**src/rtl/bus_copy_master_pkg.sv**
```systemverilog
// Shared definitions for the bus copy master: state encoding, bus geometry
// and the request payload that the master holds stable until accepted.
package bus_copy_master_pkg;

  localparam int unsigned ADDR_W         = 32;
  localparam int unsigned DATA_W         = 32;
  localparam int unsigned WORD_BYTES     = 4;
  localparam int unsigned RAM_MASK_WIDTH = DATA_W / 8;

  // Copy sequencer states
  typedef enum logic [2:0] {
    ST_IDLE    = 3'd0,
    ST_RD_REQ  = 3'd1,
    ST_RD_WAIT = 3'd2,
    ST_WR_REQ  = 3'd3,
    ST_WR_WAIT = 3'd4,
    ST_DONE    = 3'd5
  } state_e;

  // Everything the master presents alongside req_o
  typedef struct packed {
    logic                      we;
    logic [ADDR_W-1:0]         addr;
    logic [DATA_W-1:0]         data;
    logic [RAM_MASK_WIDTH-1:0] wem;
  } bus_req_t;

  // Next word address; wraps modulo 2^32
  function automatic logic [ADDR_W-1:0] next_word_addr(input logic [ADDR_W-1:0] a);
    return a + ADDR_W'(WORD_BYTES);
  endfunction

endpackage

```
**src/rtl/bus_copy_master.sv**
```systemverilog
// bus_copy_master: second bus initiator that copies len_i 32-bit words from
// src_addr_i to dst_addr_i as a forward, ascending copy, one read then one
// write per word, with at most one transaction outstanding.
//
// Ports
//   clk, rst_n            clock, asynchronous active-low reset
//   start_i               command strobe, honoured only when idle
//   src_addr_i/dst_addr_i word-aligned byte addresses (bits [1:0] ignored)
//   len_i                 number of words; zero completes with no bus traffic
//   busy_o                copy in progress (through the done cycle)
//   done_o / err_o        one-cycle completion pulse / timeout abort flag
//   req_o, we_o, addr_o,  request side of the req/addr_ok/data_ok bus,
//   data_o, wem_o         held stable until addr_ok_i
//   addr_ok_i, data_ok_i, responder accept, response valid and read data
//   data_i
module bus_copy_master
  import bus_copy_master_pkg::*;
#(
  parameter int unsigned LEN_W   = 16,
  parameter int unsigned TIMEOUT = 255   // stall cycles tolerated, >= 1
) (
  input  logic                      clk,
  input  logic                      rst_n,
  input  logic                      start_i,
  input  logic [ADDR_W-1:0]         src_addr_i,
  input  logic [ADDR_W-1:0]         dst_addr_i,
  input  logic [LEN_W-1:0]          len_i,
  output logic                      busy_o,
  output logic                      done_o,
  output logic                      err_o,
  output logic                      req_o,
  output logic                      we_o,
  output logic [ADDR_W-1:0]         addr_o,
  output logic [DATA_W-1:0]         data_o,
  output logic [RAM_MASK_WIDTH-1:0] wem_o,
  input  logic                      addr_ok_i,
  input  logic                      data_ok_i,
  input  logic [DATA_W-1:0]         data_i
);

  localparam int unsigned TO_BITS = $clog2(TIMEOUT + 1);
  localparam int unsigned CNT_W   = (TO_BITS > 8) ? TO_BITS : 8;
  localparam logic [CNT_W-1:0] TO_LAST = CNT_W'(TIMEOUT - 1);

  state_e            state;
  bus_req_t          bus_q;     // data field doubles as the word buffer
  logic [ADDR_W-1:0] cur_src;
  logic [ADDR_W-1:0] cur_dst;
  logic [LEN_W-1:0]  remain;
  logic [CNT_W-1:0]  wd_cnt;

  logic progress;
  logic timeout;
  logic unused_addr_lsbs;

  // Request states advance on accept, wait states on response
  assign progress = ((state == ST_RD_REQ) || (state == ST_WR_REQ)) ? addr_ok_i : data_ok_i;
  // This stalled cycle is the TIMEOUT-th one without progress
  assign timeout  = (wd_cnt == TO_LAST);

  // Byte-offset bits of the command addresses carry no meaning
  assign unused_addr_lsbs = ^{src_addr_i[1:0], dst_addr_i[1:0]};

  assign we_o   = bus_q.we;
  assign addr_o = bus_q.addr;
  assign data_o = bus_q.data;
  assign wem_o  = bus_q.wem;

  // Copy sequencer with registered bus and status outputs
  always_ff @(posedge clk or negedge rst_n) begin
    if (!rst_n) begin
      state   <= ST_IDLE;
      bus_q   <= '0;
      cur_src <= '0;
      cur_dst <= '0;
      remain  <= '0;
      wd_cnt  <= '0;
      req_o   <= 1'b0;
      busy_o  <= 1'b0;
      done_o  <= 1'b0;
      err_o   <= 1'b0;
    end else begin
      done_o <= 1'b0;
      err_o  <= 1'b0;
      unique case (state)
        ST_IDLE: begin
          wd_cnt <= '0;
          if (start_i) begin
            busy_o <= 1'b1;
            if (len_i == '0) begin
              state  <= ST_DONE;
              done_o <= 1'b1;
            end else begin
              cur_src    <= {src_addr_i[ADDR_W-1:2], 2'b00};
              cur_dst    <= {dst_addr_i[ADDR_W-1:2], 2'b00};
              remain     <= len_i;
              bus_q.we   <= 1'b0;
              bus_q.addr <= {src_addr_i[ADDR_W-1:2], 2'b00};
              bus_q.wem  <= '0;
              req_o      <= 1'b1;
              state      <= ST_RD_REQ;
            end
          end
        end

        ST_RD_REQ, ST_RD_WAIT, ST_WR_REQ, ST_WR_WAIT: begin
          if (progress) begin
            wd_cnt <= '0;
            unique case (state)
              ST_RD_REQ: begin
                req_o <= 1'b0;
                state <= ST_RD_WAIT;
              end
              ST_RD_WAIT: begin
                bus_q.data <= data_i;
                bus_q.we   <= 1'b1;
                bus_q.addr <= cur_dst;
                bus_q.wem  <= '1;
                req_o      <= 1'b1;
                state      <= ST_WR_REQ;
              end
              ST_WR_REQ: begin
                req_o <= 1'b0;
                state <= ST_WR_WAIT;
              end
              default: begin  // ST_WR_WAIT: word complete
                cur_src   <= next_word_addr(cur_src);
                cur_dst   <= next_word_addr(cur_dst);
                remain    <= remain - LEN_W'(1);
                bus_q.we  <= 1'b0;
                bus_q.wem <= '0;
                if (remain == LEN_W'(1)) begin
                  done_o <= 1'b1;
                  state  <= ST_DONE;
                end else begin
                  bus_q.addr <= next_word_addr(cur_src);
                  req_o      <= 1'b1;
                  state      <= ST_RD_REQ;
                end
              end
            endcase
          end else if (timeout) begin
            // Abort: withdraw any pending request, remaining words are dropped
            wd_cnt    <= '0;
            req_o     <= 1'b0;
            bus_q.we  <= 1'b0;
            bus_q.wem <= '0;
            done_o    <= 1'b1;
            err_o     <= 1'b1;
            state     <= ST_DONE;
          end else begin
            wd_cnt <= wd_cnt + CNT_W'(1);
          end
        end

        ST_DONE: begin
          busy_o <= 1'b0;
          state  <= ST_IDLE;
        end

        default: begin
          req_o  <= 1'b0;
          busy_o <= 1'b0;
          state  <= ST_IDLE;
        end
      endcase
    end
  end

endmodule

```
**config.mk**
```make
export PLATFORM = sky130hd
export DESIGN_NAME = bus_copy_master
export DESIGN_NICKNAME = d
export VERILOG_FILES = /design/src/rtl/bus_copy_master_pkg.sv /design/src/rtl/bus_copy_master.sv
export SDC_FILE = /design/constraint.sdc
export NUM_CORES = 1
export LEC_CHECK = 0
export CAP_MARGIN = 40
export CORE_UTILIZATION = 52
export DETAILED_ROUTE_END_ITERATION = 10
export PLACE_DENSITY = 0.82
export SLEW_MARGIN = 20
export SYNTH_ARGS = -nofsm -noshare
export SYNTH_HDL_FRONTEND = slang
export SYNTH_SLANG_ARGS = --single-unit
```
**constraint.sdc**
```tcl
create_clock -name clk -period 2.5 [get_ports clk]
set_input_delay 0.5 -clock clk [delete_from_list [all_inputs] [get_ports clk]]
set_output_delay 0.5 -clock clk [all_outputs]
set_load 0.01 [all_outputs]
```
### Yosys cells after proc, flatten, opt, wreduce, memory -nomap -nowiden

Index checks and enable logic that the tools add are counted.

| storage, ports and cells | value |
|---|---|
| register bits | 164 |
| logic and storage cells | 107 |

| cells by class | value |
|---|---|
| $add $sub $neg | 4 |
| equal/unequal tests | 16 |
| multiplexer cells | 58 |
| bitwise operators | 2 |
| reduce and logical (&&, ||, !) cells | 14 |

Operators by type and width:

| cell | count |
|---|---|
| 32-bit two-way mux | 10 |
| 33-bit one-hot mux with 2 select lines | 2 |
| 32-bit one-hot mux with 2 select lines | 2 |
| 33-bit two-way mux | 2 |
| 32-bit by 3-bit adder with 32-bit output, second input constant | 2 |
| 16-bit two-way mux | 4 |
| 64-bit two-way mux | 1 |
| 16-bit one-hot mux with 2 select lines | 1 |
| 16-bit by 1-bit == test with 1-bit output, second input constant | 1 |
| 16-bit zero test | 1 |
| 1-bit two-way mux | 16 |
| 4-bit two-way mux | 4 |
| 8-bit two-way mux | 2 |
| 4-bit one-hot mux with 2 select lines | 2 |
| 8-bit one-hot mux with 2 select lines | 1 |
| 16-bit by 1-bit subtractor with 16-bit output, second input constant | 1 |
| 3-bit two-way mux | 5 |
| 5-bit AND reduction | 3 |
| 2-bit != test, second input constant | 5 |
| 3-bit != test, second input constant | 3 |
| 3-bit one-hot mux with 3 select lines | 1 |
| 8-bit by 1-bit adder with 8-bit output, second input constant | 1 |
| 8-bit == test, second input constant | 1 |
| 3-bit by 2-bit == test with 1-bit output, second input constant | 2 |
| other kinds (16) | 21 |

### Longest topological paths before layout

| logic depth | value |
|---|---|
| depth in word-level cells | 5 |
| mapped depth | 11 |
| mapped depth without buffers | 8 |

### Worst setup path after synthesis

Ideal clock, no wire load.

| path | value |
|---|---|
| path kind | reg2reg |
| from | reg cur_src[2] |
| to | reg bus_q (netlist bit addr_o[26]) |
| arrival | 2122 ps |
| required time | 2359 ps |
| setup slack | 237 ps |
| stages on the path, launching flop included | 9 |
| path buffers | 1 |
| clock period less this slack | 2263 ps |
| cells stage by stage | dfrtp_1 -> ha_1 -> nand3_2 -> or2_2 -> buf_2 -> or4_1 -> xnor2_1 -> o21ai_0 -> a31oi_1 |

| between the ends | value |
|---|---|
| longest elaborated chain between the ends | 5 |

RTL lines:

| what | RTL line | text |
|---|---|---|
| start, declared | bus_copy_master.sv:47 | `logic [ADDR_W-1:0] cur_src;` |
| start signal, assigned | bus_copy_master.sv:94 | `cur_src <= {src_addr_i[ADDR_W-1:2], 2'b00};` |
| start signal, assigned | bus_copy_master.sv:127 | `cur_src <= next_word_addr(cur_src);` |
| 32-bit by 3-bit adder with 32-bit output | bus_copy_master_pkg.sv:30 | `return a + ADDR_W'(WORD_BYTES);` |
| 32-bit two-way mux | bus_copy_master.sv:132 | `if (remain == LEN_W'(1)) begin` |
| 33-bit one-hot mux with 2 select lines | bus_copy_master.sv:109 | `unique case (state)` |
| 64-bit two-way mux | bus_copy_master.sv:107 | `if (progress) begin` |
| 33-bit one-hot mux with 2 select lines | bus_copy_master.sv:85 | `unique case (state)` |
| end, declared | bus_copy_master.sv:46 | `bus_req_t bus_q;` |

No other way between the ends. The select of a mux whose other input is x is not followed.
A chain may end at the register's enable or synchronous reset.

### Worst setup path in the final report

Same ends and word-level chain as after synthesis.

==> flow_metrics.py <==
metrics = {
    "clocking": {
        "cts_hold_buf": 0,
        "clockBufferDepth": 2,
        "clock_tree.root_cell": "clkbuf_16",
        "clkTransAtPathRegs_ns": 0.07,
        "cts_tree": "yes",
        "numCtsBuffers": 17,
        "cts_sinks": 155,
        "htreeDepth": 4,
        "insertion_delay_ns": 0.43,
    },
    "global_route": {
        "grt_max_degree": 58,
        "grt_antenna_before_repair": 0,
        "grt_usage_pct": 29.7,
        "grt_pass1_vias": 8207,
        "grt-ovfl-total": 0,
        "grt_pass1_wl_microns": 41300,
    },
    "yosys": {
        "syn-num-nets": 1154,
        "synth-edff-count": 0,
        "ys_seq_area_share_pct": 44.2,
        "yosys.cell_types.count": 70,
        "avgSynthCellArea_sq_um": 8.52,
        "syn_inst": 1031,
        "ys_ff_latch": 155,
        "synthArstFlopShare_pct": 100,
        "yosysWarnings": 0,
        "synth_flop_cell": "dfrtp_1",
        "syn_area_sq_um": 8780,
    },
    "cells_and_area": {
        "drive_gt1_share_pct": 12.5,
        "post-route-util_pct": 71.4,
        "final_common_cell": "clkdlybuf4s50_1",
        "layout_common_cells": "184 x clkdlybuf4s50_1, 155 x dfrtp_1, 126 x nor2_1",
        "diodes": 0,
        "synthToLayoutAreaGrowth_pct": 34.3,
        "finalNetCount": 1342,
        "instances_no_fill": 1452,
    },
    "placement": {
        "post-place-cells": 1420,
        "gp_congestion": 0.906,
        "io_buffers": 185,
        "hpwl_microns": 17700,
    },
    "worst_setup_path": {
        "critPathLaunchType": "register",
        "worstSetupStartpoint": "cur_src[2]",
        "cp_max_fo": 5,
        "regToRegSetupSlack_ns": 0.18,
        "reg2reg_from": "cur_src[2]",
        "cp.buffers_inverters": 0,
        "crit_path_end_kind": "register",
        "path_cells": "ha_1 > nand3_2 > or2_2 > or4_1 > xnor2_1 > o21ai_0 > a31oi_1",
        "crit_slowest_cell": "or4_1",
        "required_ns": 2.81,
        "critPathTopFamily": "simple AND/OR/NAND/NOR gates",
        "arrival_ns": 2.64,
        "critPathMaxStageDelay_ns": 0.57,
        "crit_type": "register to register",
    },
    "route": {
        "vias": 8683,
        "finalWirelength_microns": 25000,
        "drtPass1Iterations": 5,
        "drtIter0Drc": 937,
        "antenna_left": 0,
        "wl_per_cell_microns": 17.2,
        "drc": 0,
        "viasPerCell": 5.98,
    },
    "power": {
        "report.power.total_mw": 16.0,
        "vdd_drop_max_uv": 682,
        "power_density_nw_per_um2": 1350,
        "p_leak_nw": 4.77,
    },
    "floorplan": {
        "initial_utilization_pct": 53.1,
        "num_io_pins": 190,
        "die_y_microns": 132,
        "die-area_sq_um": 17400,
        "core.rowCount": 47,
        "die_w_microns": 132,
        "core_sq_um": 16500,
    },
    "min_path": {
        "hp-class": "primary input to async pin",
    },
    "timing": {
        "tightest_slew_ns": 0.541,
        "hold_violations": 0,
        "slew_violations": 0,
        "period_share_pct": 93.0,
        "relSlewSlack_pct": 63.5,
        "fin_setup_tns_ns": 0,
        "period_minus_slack_ns": 2.32,
        "max_freq_ghz": 0.430,
        "setup-violations-final": 0,
        "rsz0062_at_grt": "no",
        "skew_ns": 0.00788,
    },
    "job": {
        "maxCapViolCount": 0,
    },
    "status": {
        "status": "completed",
    },
}
==> report_power, final <==
part | internal, mW | leakage (nW) | switching (mW)
logic | 3.97 | 2.66 | 4.63
clock network | 1.38 | 0.267 | 1.12
registers | 3.72 | 1.85 | 1.14
==> worst register-to-register path, delay by kind of cell (launching register included) <==
family / cells / cell delay (ns)
flip-flops: 1 / 0.48
AO/OA/AOI/OAI: 2 / 0.26
adder cells (fa/ha/maj): 1 / 0.28
AND/OR/NAND/NOR: 3 / 1.02
XOR/XNOR: 1 / 0.17
==> cells by family (layout without fill, tap and decap cells) <==
kind of cell / Yosys count / in the layout / share of synthesized area (%)
XOR/XNOR: 29 / 29 / 2.89
adder cells (fa/ha/maj): 6 / 6 / 0.855
flip-flops: 155 / 155 / 44.2
buffers and inverters: 97 / 298 / 4.73
AND/OR/NAND/NOR: 374 / 374 / 20.5
AO/OA/AOI/OAI: 335 / 335 / 22.4
multiplexers: 35 / 35 / 4.45
==> cell usage after synthesis, types with 7 or more instances <==
cell type | n | area, sq um
inv_1 | 16 | 60.1
buf_2 | 18 | 90.1
a21oi_1 | 113 | 566
a21o_1 | 8 | 60.1
nor2_1 | 128 | 480
xor2_1 | 13 | 114
clkbuf_1 | 53 | 199
nor4_1 | 9 | 56.3
nand4_1 | 12 | 75.1
o22ai_1 | 24 | 150
xnor2_1 | 16 | 140
a32oi_1 | 7 | 61.3
mux2_2 | 32 | 360
a2bb2oi_1 | 7 | 61.3
and3_1 | 8 | 50.1
a31oi_1 | 26 | 163
o21ai_0 | 100 | 500
nand3_1 | 37 | 185
a22oi_1 | 8 | 60.1
nor3_1 | 23 | 115
dfrtp_1 | 155 | 3880
nand2_1 | 103 | 387
==> sequential cells by signal (all words and copies together) (netlist names) <==
register,count
addr_o,31
busy_o,1
cur_dst,30
cur_src,30
data_o,32
done_o,1
err_o,1
remain,16
req_o,1
state,3
wd_cnt,8
wem_o,1
==> final timing paths <==
check                        endpoint  depth (start not counted)
max in group asynchronous    state[1]                          2
hold / removal             addr_o[19]                          1
setup / recovery           addr_o[26]                          7
min in group clk                req_o                          1
hold reg to reg                 req_o                          1
setup reg to reg           addr_o[26]                          7
==> routing by layer <==
layer | track usage, % | up-vias | wire length (microns)
met5 | 0 | - | 0
met4 | 11.2 | 0 | 557
met3 | 7.61 | 49 | 2140
met2 | 47.3 | 406 | 11900
met1 | 38.9 | 4129 | 10300
li1 | - | 4099 | -
==> per-stage QoR <==
step	worst slack, ns	hold WS (ns)	area (sq um)
3_5_place_dp	-0.0935	0.469	11200
3_3_place_gp	-0.0825	0.464	11200
6_report	0.176	0.0295	11800
2_1_floorplan	0.237	0.204	8780
5_1_grt	0.0353	0.0613	11800
4_1_cts	0.167	0.0422	11800
==> final cells by class <==
class | instances | area, sq um
Multi-Input combinational cell | 779 | 4530
Clock buffer | 17 | 425
Clock inverter | 15 | 140
Fill cell | 1240 | 4730
Tap cell | 220 | 275
Timing Repair Buffer | 250 | 2480
Sequential cell | 155 | 3880
Inverter | 16 | 60.1
==> repair_timing <==
action | in CTS | in global routing
resized for setup | 0 | 1
setup buffers | 0 | 0
endpoints found under the setup margin | 0 | 1
(Power assumes the default switching activity.)
